[config.mk]
export PLATFORM = sky130hd
export DESIGN_NAME = cpu_trace_monitor
export DESIGN_NICKNAME = d
export VERILOG_FILES = /design/src/rtl/cpu_trace_monitor.sv
export SDC_FILE = /design/constraint.sdc
export NUM_CORES = 1
export LEC_CHECK = 0
export BUFFER_PORTS_ARGS = -buffer_cell sky130_fd_sc_hd__clkbuf_2
export CAP_MARGIN = 20
export CORE_ASPECT_RATIO = 1.1
export CORE_MARGIN = 1
export CORE_UTILIZATION = 61
export DETAILED_ROUTE_END_ITERATION = 8
export PLACE_DENSITY = 0.76
export SYNTH_ARGS = -nofsm -noshare
export SYNTH_HDL_FRONTEND = slang
export SYNTH_SLANG_ARGS = --single-unit
[constraint.sdc]
create_clock -name clock -period 10.79 [get_ports clock]
set_input_delay 1.079 -clock clock [delete_from_list [all_inputs] [get_ports clock]]
set_output_delay 1.079 -clock clock [all_outputs]
set_load 0.01 [all_outputs]
[src/rtl/cpu_trace_monitor.sv]
// CPU fetch-stream trace monitor: captures {stamp, status, pc, ir} into a circular
// buffer while running, halts on breakpoint or cycle budget, then drains oldest-first.
module cpu_trace_monitor #(
    parameter int PC_W  = 32,
    parameter int IR_W  = 32,
    parameter int DEPTH = 16,
    parameter int CYC_W = 16
) (
    input  logic                          clock,
    input  logic                          reset,
    input  logic [PC_W-1:0]               pc,
    input  logic [IR_W-1:0]               ir,
    input  logic [3:0]                    status,
    input  logic                          fetch_valid,
    input  logic                          arm,
    input  logic                          clear,
    input  logic                          bp_en,
    input  logic [PC_W-1:0]               bp_addr,
    input  logic [CYC_W-1:0]              cycle_limit,
    input  logic                          rd_req,
    output logic [CYC_W+4+PC_W+IR_W-1:0]  rd_data,
    output logic                          rd_valid,
    output logic [$clog2(DEPTH):0]        count,
    output logic                          overflow,
    output logic                          halt,
    output logic [1:0]                    state
);

    localparam int ENTRY_W = CYC_W + 4 + PC_W + IR_W;
    localparam int PTR_W   = $clog2(DEPTH);
    localparam int CNT_W   = PTR_W + 1;
    localparam logic [CNT_W-1:0] FULL = CNT_W'(DEPTH);

    localparam logic [1:0] S_IDLE = 2'd0;
    localparam logic [1:0] S_RUN  = 2'd1;
    localparam logic [1:0] S_HALT = 2'd2;

    logic [1:0]         state_q,    state_d;
    logic [CYC_W-1:0]   cyc_q,      cyc_d;
    logic [PTR_W-1:0]   wr_ptr_q,   wr_ptr_d;
    logic [PTR_W-1:0]   rd_ptr_q,   rd_ptr_d;
    logic [CNT_W-1:0]   count_q,    count_d;
    logic               overflow_q, overflow_d;
    logic [ENTRY_W-1:0] rd_data_q,  rd_data_d;
    logic               rd_valid_q, rd_valid_d;

    logic               wr_en;
    logic [ENTRY_W-1:0] wr_entry;
    logic               bp_hit;
    logic               lim_hit;

    // Trace storage is deliberately unreset; pointers and count alone define validity.
    logic [ENTRY_W-1:0] mem [DEPTH];

    assign wr_entry = {cyc_q, status, pc, ir};
    assign bp_hit   = fetch_valid & bp_en & (pc == bp_addr);
    assign lim_hit  = (cycle_limit != '0) && (cyc_q == cycle_limit - CYC_W'(1));

    always_comb begin
        state_d    = state_q;
        cyc_d      = cyc_q;
        wr_ptr_d   = wr_ptr_q;
        rd_ptr_d   = rd_ptr_q;
        count_d    = count_q;
        overflow_d = overflow_q;
        rd_data_d  = rd_data_q;
        rd_valid_d = 1'b0;
        wr_en      = 1'b0;

        if (clear) begin
            state_d    = S_IDLE;
            cyc_d      = '0;
            wr_ptr_d   = '0;
            rd_ptr_d   = '0;
            count_d    = '0;
            overflow_d = 1'b0;
        end else begin
            case (state_q)
                S_IDLE: begin
                    if (arm) begin
                        state_d = S_RUN;
                        cyc_d   = '0;
                    end
                end
                S_RUN: begin
                    cyc_d = cyc_q + CYC_W'(1);
                    if (fetch_valid) begin
                        wr_en    = 1'b1;
                        wr_ptr_d = wr_ptr_q + PTR_W'(1);
                        // Full buffer: drop the oldest entry to make room.
                        if (count_q != FULL) begin
                            count_d = count_q + CNT_W'(1);
                        end else begin
                            rd_ptr_d   = rd_ptr_q + PTR_W'(1);
                            overflow_d = 1'b1;
                        end
                    end
                    if (bp_hit || lim_hit) begin
                        state_d = S_HALT;
                    end
                end
                S_HALT: begin
                    if (rd_req && (count_q != '0)) begin
                        rd_data_d  = mem[rd_ptr_q];
                        rd_valid_d = 1'b1;
                        rd_ptr_d   = rd_ptr_q + PTR_W'(1);
                        count_d    = count_q - CNT_W'(1);
                    end
                end
                default: state_d = S_IDLE;
            endcase
        end
    end

    always_ff @(posedge clock or negedge reset) begin
        if (!reset) begin
            state_q    <= S_IDLE;
            cyc_q      <= '0;
            wr_ptr_q   <= '0;
            rd_ptr_q   <= '0;
            count_q    <= '0;
            overflow_q <= 1'b0;
            rd_data_q  <= '0;
            rd_valid_q <= 1'b0;
        end else begin
            state_q    <= state_d;
            cyc_q      <= cyc_d;
            wr_ptr_q   <= wr_ptr_d;
            rd_ptr_q   <= rd_ptr_d;
            count_q    <= count_d;
            overflow_q <= overflow_d;
            rd_data_q  <= rd_data_d;
            rd_valid_q <= rd_valid_d;
        end
    end

    always_ff @(posedge clock) begin
        if (wr_en) begin
            mem[wr_ptr_q] <= wr_entry;
        end
    end

    assign rd_data  = rd_data_q;
    assign rd_valid = rd_valid_q;
    assign count    = count_q;
    assign overflow = overflow_q;
    assign halt     = (state_q == S_HALT);
    assign state    = state_q;

endmodule

# ---- Word level (Yosys, flattened, before mapping)
# Memory sizes are Yosys's and may differ from the RTL's. A register that Yosys moved wholly into a read port is not among the register bits.
# Index checks and enable logic that the tools add are counted.
dict set report totals {
  register_bits 33
  ram_bits 1344
  in_bits 123
  output_inout_bits 94
  memories 1
}
dict set report classes {
  n_addsub 6
  n_eq_ne 13
  muxes 32
  n_bitwise 3
  n_reduce_logical 18
}
# memory depth word_bits rd rd_clocked_by_memory_dff wr line
set memory_table {}
lappend memory_table {mem 16 84 1 1 1 53} ;# logic [ENTRY_W-1:0] mem [DEPTH];
# operator count
set ops {}
lappend ops {{$eq A32 B32 Y1} 1}
lappend ops {{$mux W16} 2}
lappend ops {{$pmux W16 S2} 1}
lappend ops {{$mux W4} 7}
lappend ops {{$mux W5} 4}
lappend ops {{$add A16 B1 Y16 const B} 1}
lappend ops {{$eq A16 B16 Y1} 1}
lappend ops {{$reduce_bool A16 Y1} 1}
lappend ops {{$sub A16 B1 Y16 const B} 1}
lappend ops {{$ne A3 B3 Y1 const B} 5}
lappend ops {{$mux W1} 12}
lappend ops {{$pmux W5 S2} 1}
lappend ops {{$reduce_and A3 Y1} 3}
lappend ops {{$add A4 B1 Y4 const B} 2}
lappend ops {{$pmux W4 S2} 1}
lappend ops {{$reduce_and A4 Y1} 2}
lappend ops {{$mux W2} 3}
lappend ops {{$pmux W2 S3} 1}
lappend ops {{$reduce_bool A3 Y1} 2}
lappend ops {{$add A5 B1 Y5 const B} 1}
lappend ops {{$ne A5 B5 Y1 const B} 1}
lappend ops {{$reduce_bool A5 Y1} 1}
lappend ops {{$sub A5 B1 Y5 const B} 1}
lappend ops {{$ne A2 B2 Y1 const B} 2}
lappend ops {{11 further kinds} 15}

# ---- Logic depth before layout (Yosys ltp)
dict set report depth {
  ltp_word 7
  ltp_mapped 9
  depth_no_buf 9
}

# ---- Worst setup path before layout
# OpenSTA, ideal clock, no wires.
dict set report synth_path {
  kind {input to register}
  startpoint {input port clear}
  endpoint {memory mem[0][0] (netlist name) (enable)}
  arrival_time_ps 9726
  t_required_ps 10056
  setup_slack_ps 330
  path_stages 4
  n_path_buf 2
  cell_sequence {or2_2 clkbuf_1 clkbuf_1 nor4_1}
}
dict set report synth_via {
  elab_chain_len 3
}
# item line
set synth_lines {}
lappend synth_lines {{start, declared} 16} ;# input logic clear,
lappend synth_lines {{$mux W1} 70} ;# if (clear) begin
lappend synth_lines {{$mux W1} 138} ;# if (wr_en) begin
lappend synth_lines {{$mux W1 (implied by the code)} 139} ;# mem[wr_ptr_q] <= wr_entry;
lappend synth_lines {{end, declared} 53}
# Every way passes these cells.

==> flow_metrics.tcl <==
set metrics [dict create \
    pre_cts_slack_ps 6310 \
    post_route_cells_drive_above_1_share_pct 21.8 \
    switching_power_w 0.00258 \
    post_drt_wl_per_cell_um 27.6 \
    slew_viol_final 0 \
    grt_overflow_total 0 \
    share_seq_of_total_power_pct 52.5 \
    synth_most_common_cell "sky130_fd_sc_hd__edfxtp_1" \
    maximum_net_fanout_on_the_critical_path 72 \
    half_perimeter_wire_length_after_detailed_placement_mm 68.5 \
    ys_warn_count 0 \
    timing.final.hold_violations 0 \
    postSynthNetCount 3155 \
    cp-start-kind "flop" \
    gr-usage-all-layers_pct 27.4 \
    internal-power_w 0.00937 \
    timing.hold.ws_ps 393 \
    worst_pin_slew_ps 1140 \
    synthArstFlopShare_pct 8.01 \
    postSynthAreaPerCell_um2 18.8 \
    floorplan.initialDensity_pct 61.5 \
    grt_pass1_wl_mm 191 \
    clock.fmax_ghz 0.241 \
    critical_path.reg2reg.endpoint "rd_data[34]" \
    setup.worst_path.start "rd_ptr_q[1]" \
    power.clock.fraction_pct 39.7 \
    synthTopCellsByCount "1344 x sky130_fd_sc_hd__edfxtp_1, 255 x sky130_fd_sc_hd__mux2i_1, 168 x sky130_fd_sc_hd__mux4_2" \
    dr.first_iter.drc_count 3272 \
    cp_required_ps 11350 \
    peakVddDrop_v 0.000165 \
    worst_setup_hold_path_clk_slew_ps 60 \
    synth_area_leader_cell "sky130_fd_sc_hd__edfxtp_1" \
    drt_pass1_iterations 5 \
    grt_antenna_before_repair 6 \
    critPathKind "flop to flop" \
    run_status "finished clean" \
    netlist_area_mm2 0.0569 \
    setup_violations 0 \
    tns_ps 0 \
    postCtsResizedCells 0 \
    worst-r2r-setup-slack_ps 6640 \
    synth_cell_types 53 \
    seq_area_frac_synth_pct 76.1 \
    final_net_count 3387 \
    core-area_mm2 0.0925 \
    fp.dieH_um 322 \
    fin_crit_sh_pct 38.4 \
    synth_top_area_share_pct 71.0 \
    max-clock-path-buffers 3 \
    ioPinCount 217 \
    worst_r2r_startpoint "rd_ptr_q[1]" \
    report.power.total_w 0.0120 \
    power.share.combinational_pct 7.8 \
    critPathArrivalTime_ps 4710 \
    powerDensity_mw_per_mm2 187 \
    post-cts-setup-buffers 0 \
    std_cell_rows 117 \
    drt_wl_total_mm 127 \
    ys_seq_elements 1461 \
    yosys-top-cells-area "sky130_fd_sc_hd__edfxtp_1 71%, sky130_fd_sc_hd__mux4_2 6.7%, sky130_fd_sc_hd__dfrtp_1 5.1%" \
    post_drt_via_cell_ratio 6.49 \
    leakage_nw 21.0 \
    worst_r2r_path_depth 7 \
    via_count 30000 \
    hold_class "input port to async pin" \
    finalClockSkew_ps 30.3 \
    layout_setup_ws_ps 6640 \
    cts_sinks 1461 \
    most_used_dff_post_synth "sky130_fd_sc_hd__edfxtp_1" \
    tritoncts "built" \
    post-route-drc-count 0 \
    crit_path_end_kind "flop" \
    synthCells 3021 \
    die_width_um 293 \
    h-tree-depth 4 \
    gp_congestion 0.791 \
    areaGrowthSynthToFinish_pct 12.3 \
    cts-root-buf "sky130_fd_sc_hd__clkbuf_16" \
    maxSlewHeadroom_pct 23.9 \
    endpoint "rd_data[34]" \
    p_sw_share_pct 21.6 \
    insertion_delay_ps 740 \
    drtAntennaViolNets 0 \
    grt_max_degree 170 \
    maxCapViolCount 0 \
    cts_buffers 139 \
    min_period_ps 4150 \
    io_buffer_count 216 \
    rsz0062_at_grt "no" \
    grt_pass1_vias 31000 \
    hold_buffers 0 \
    die_outline_area_mm2 0.0945 \
    synth_enable_flop_cells 1344 \
]
==> critical path, stage by stage (launching register included) <==
cell and delay [ps]:
sky130_fd_sc_hd__dfrtp_4 750, sky130_fd_sc_hd__inv_1 180, sky130_fd_sc_hd__nand2_4 460, sky130_fd_sc_hd__buf_4 690
sky130_fd_sc_hd__buf_4 850, sky130_fd_sc_hd__o21ai_0 500, sky130_fd_sc_hd__a21boi_0 320, sky130_fd_sc_hd__o31ai_1 90
==> per-layer routing <==
layer  wire length [um]  part of all wire [%]  up-vias  GRT usage, %
met2              64800                    51     1412          45.9
met3               9380                   7.4      215          4.71
met4               3390                   2.7        8          9.04
met1              49800                    39    15500          37.1
li1                   -                     -    12800             -
met5                 46                 0.036        -             0
==> layout make-up <==
cell class / instances / area (um^2)
diodes: 2 / 5.00
clock buffers: 196 / 3860
clock inverters: 56 / 586
fillers: 5673 / 28700
inverters: 13 / 48.8
multi-input cells: 1379 / 12900
flip-flops and latches: 1461 / 43300
well taps: 1249 / 1560
repair buffers: 259 / 1580
==> worst min-delay path by stage <==
stage / startpoint / end / slack, ps
3_3_place_gp: rd_data[22] / rd_data[22] / 470
5_1_grt: reset / rd_data[50] / 430
4_1_cts: reset / rd_data[57] / 410
6_report: reset / rd_data[53] / 390
3_5_place_dp: rd_data[0] / rd_data[0] / 470
2_1_floorplan: rd_data[0] / rd_data[0] / 520
==> per-stage QoR <==
stage	instances	util [%]	area, um^2
finish	4615	69.0	63900
global route	4615	69.0	63900
CTS	4610	68.9	63800
detailed placement	4358	64.1	59300
global placement	4354	64.0	59200
floorplan	3021	-	56900
==> cell families (layout without fill, tap and decap cells) <==
| family | count (synthesis) | after routing | share of synthesized area (%) |
|---|---|---|---|
| flip-flops | 1461 | 1461 | 76.1 |
| AND/OR/NAND/NOR | 234 | 234 | 1.94 |
| buffers and inverters | 181 | 524 | 1.27 |
| AO/OA/AOI/OAI | 563 | 563 | 6.61 |
| adder cells (fa/ha/maj) | 11 | 11 | 0.255 |
| XOR/XNOR | 62 | 62 | 0.955 |
| other | 0 | 2 | 0 |
| multiplexers | 509 | 509 | 12.8 |
==> layout by cell type (no fill, tap or decap), types with 10 or more instances in the layout <==
master and count:
sky130_fd_sc_hd__edfxtp_1 1344, sky130_fd_sc_hd__mux2i_1 255, sky130_fd_sc_hd__clkbuf_2 215, sky130_fd_sc_hd__mux4_2 168, sky130_fd_sc_hd__clkbuf_16 143, sky130_fd_sc_hd__dfrtp_1 113
sky130_fd_sc_hd__nand2_1 107, sky130_fd_sc_hd__o21ai_0 102, sky130_fd_sc_hd__a21oi_1 98, sky130_fd_sc_hd__o31ai_1 87, sky130_fd_sc_hd__mux2_2 86, sky130_fd_sc_hd__o22ai_1 86
sky130_fd_sc_hd__a21boi_0 85, sky130_fd_sc_hd__o221ai_1 84, sky130_fd_sc_hd__clkbuf_1 45, sky130_fd_sc_hd__xor2_1 44, sky130_fd_sc_hd__nor2_1 37, sky130_fd_sc_hd__buf_4 33
sky130_fd_sc_hd__clkinv_2 20, sky130_fd_sc_hd__xnor2_1 18, sky130_fd_sc_hd__clkinv_1 17, sky130_fd_sc_hd__inv_1 13, sky130_fd_sc_hd__and2_4 13, sky130_fd_sc_hd__nor4_1 13
sky130_fd_sc_hd__ha_1 10, sky130_fd_sc_hd__bufinv_16 10
==> state kept, by name (all words and copies together), names as in the netlist <==
signal	cells
count	5
cyc_q	16
mem	1344
overflow	1
rd_data	84
rd_ptr_q	4
rd_valid	1
state	2
wr_ptr_q	4
==> power groups by stage <==
stage,combinational [W],sequential [W],clock (W)
after floorplan,0.000647,0.00637,0
after global placement,0.000900,0.00639,0
after detailed placement,0.000931,0.00640,0
after CTS,0.000936,0.00628,0.00480
after global routing,0.000997,0.00628,0.00503
final,0.000931,0.00628,0.00475
Note: power is estimated with default switching activity, not from simulation.
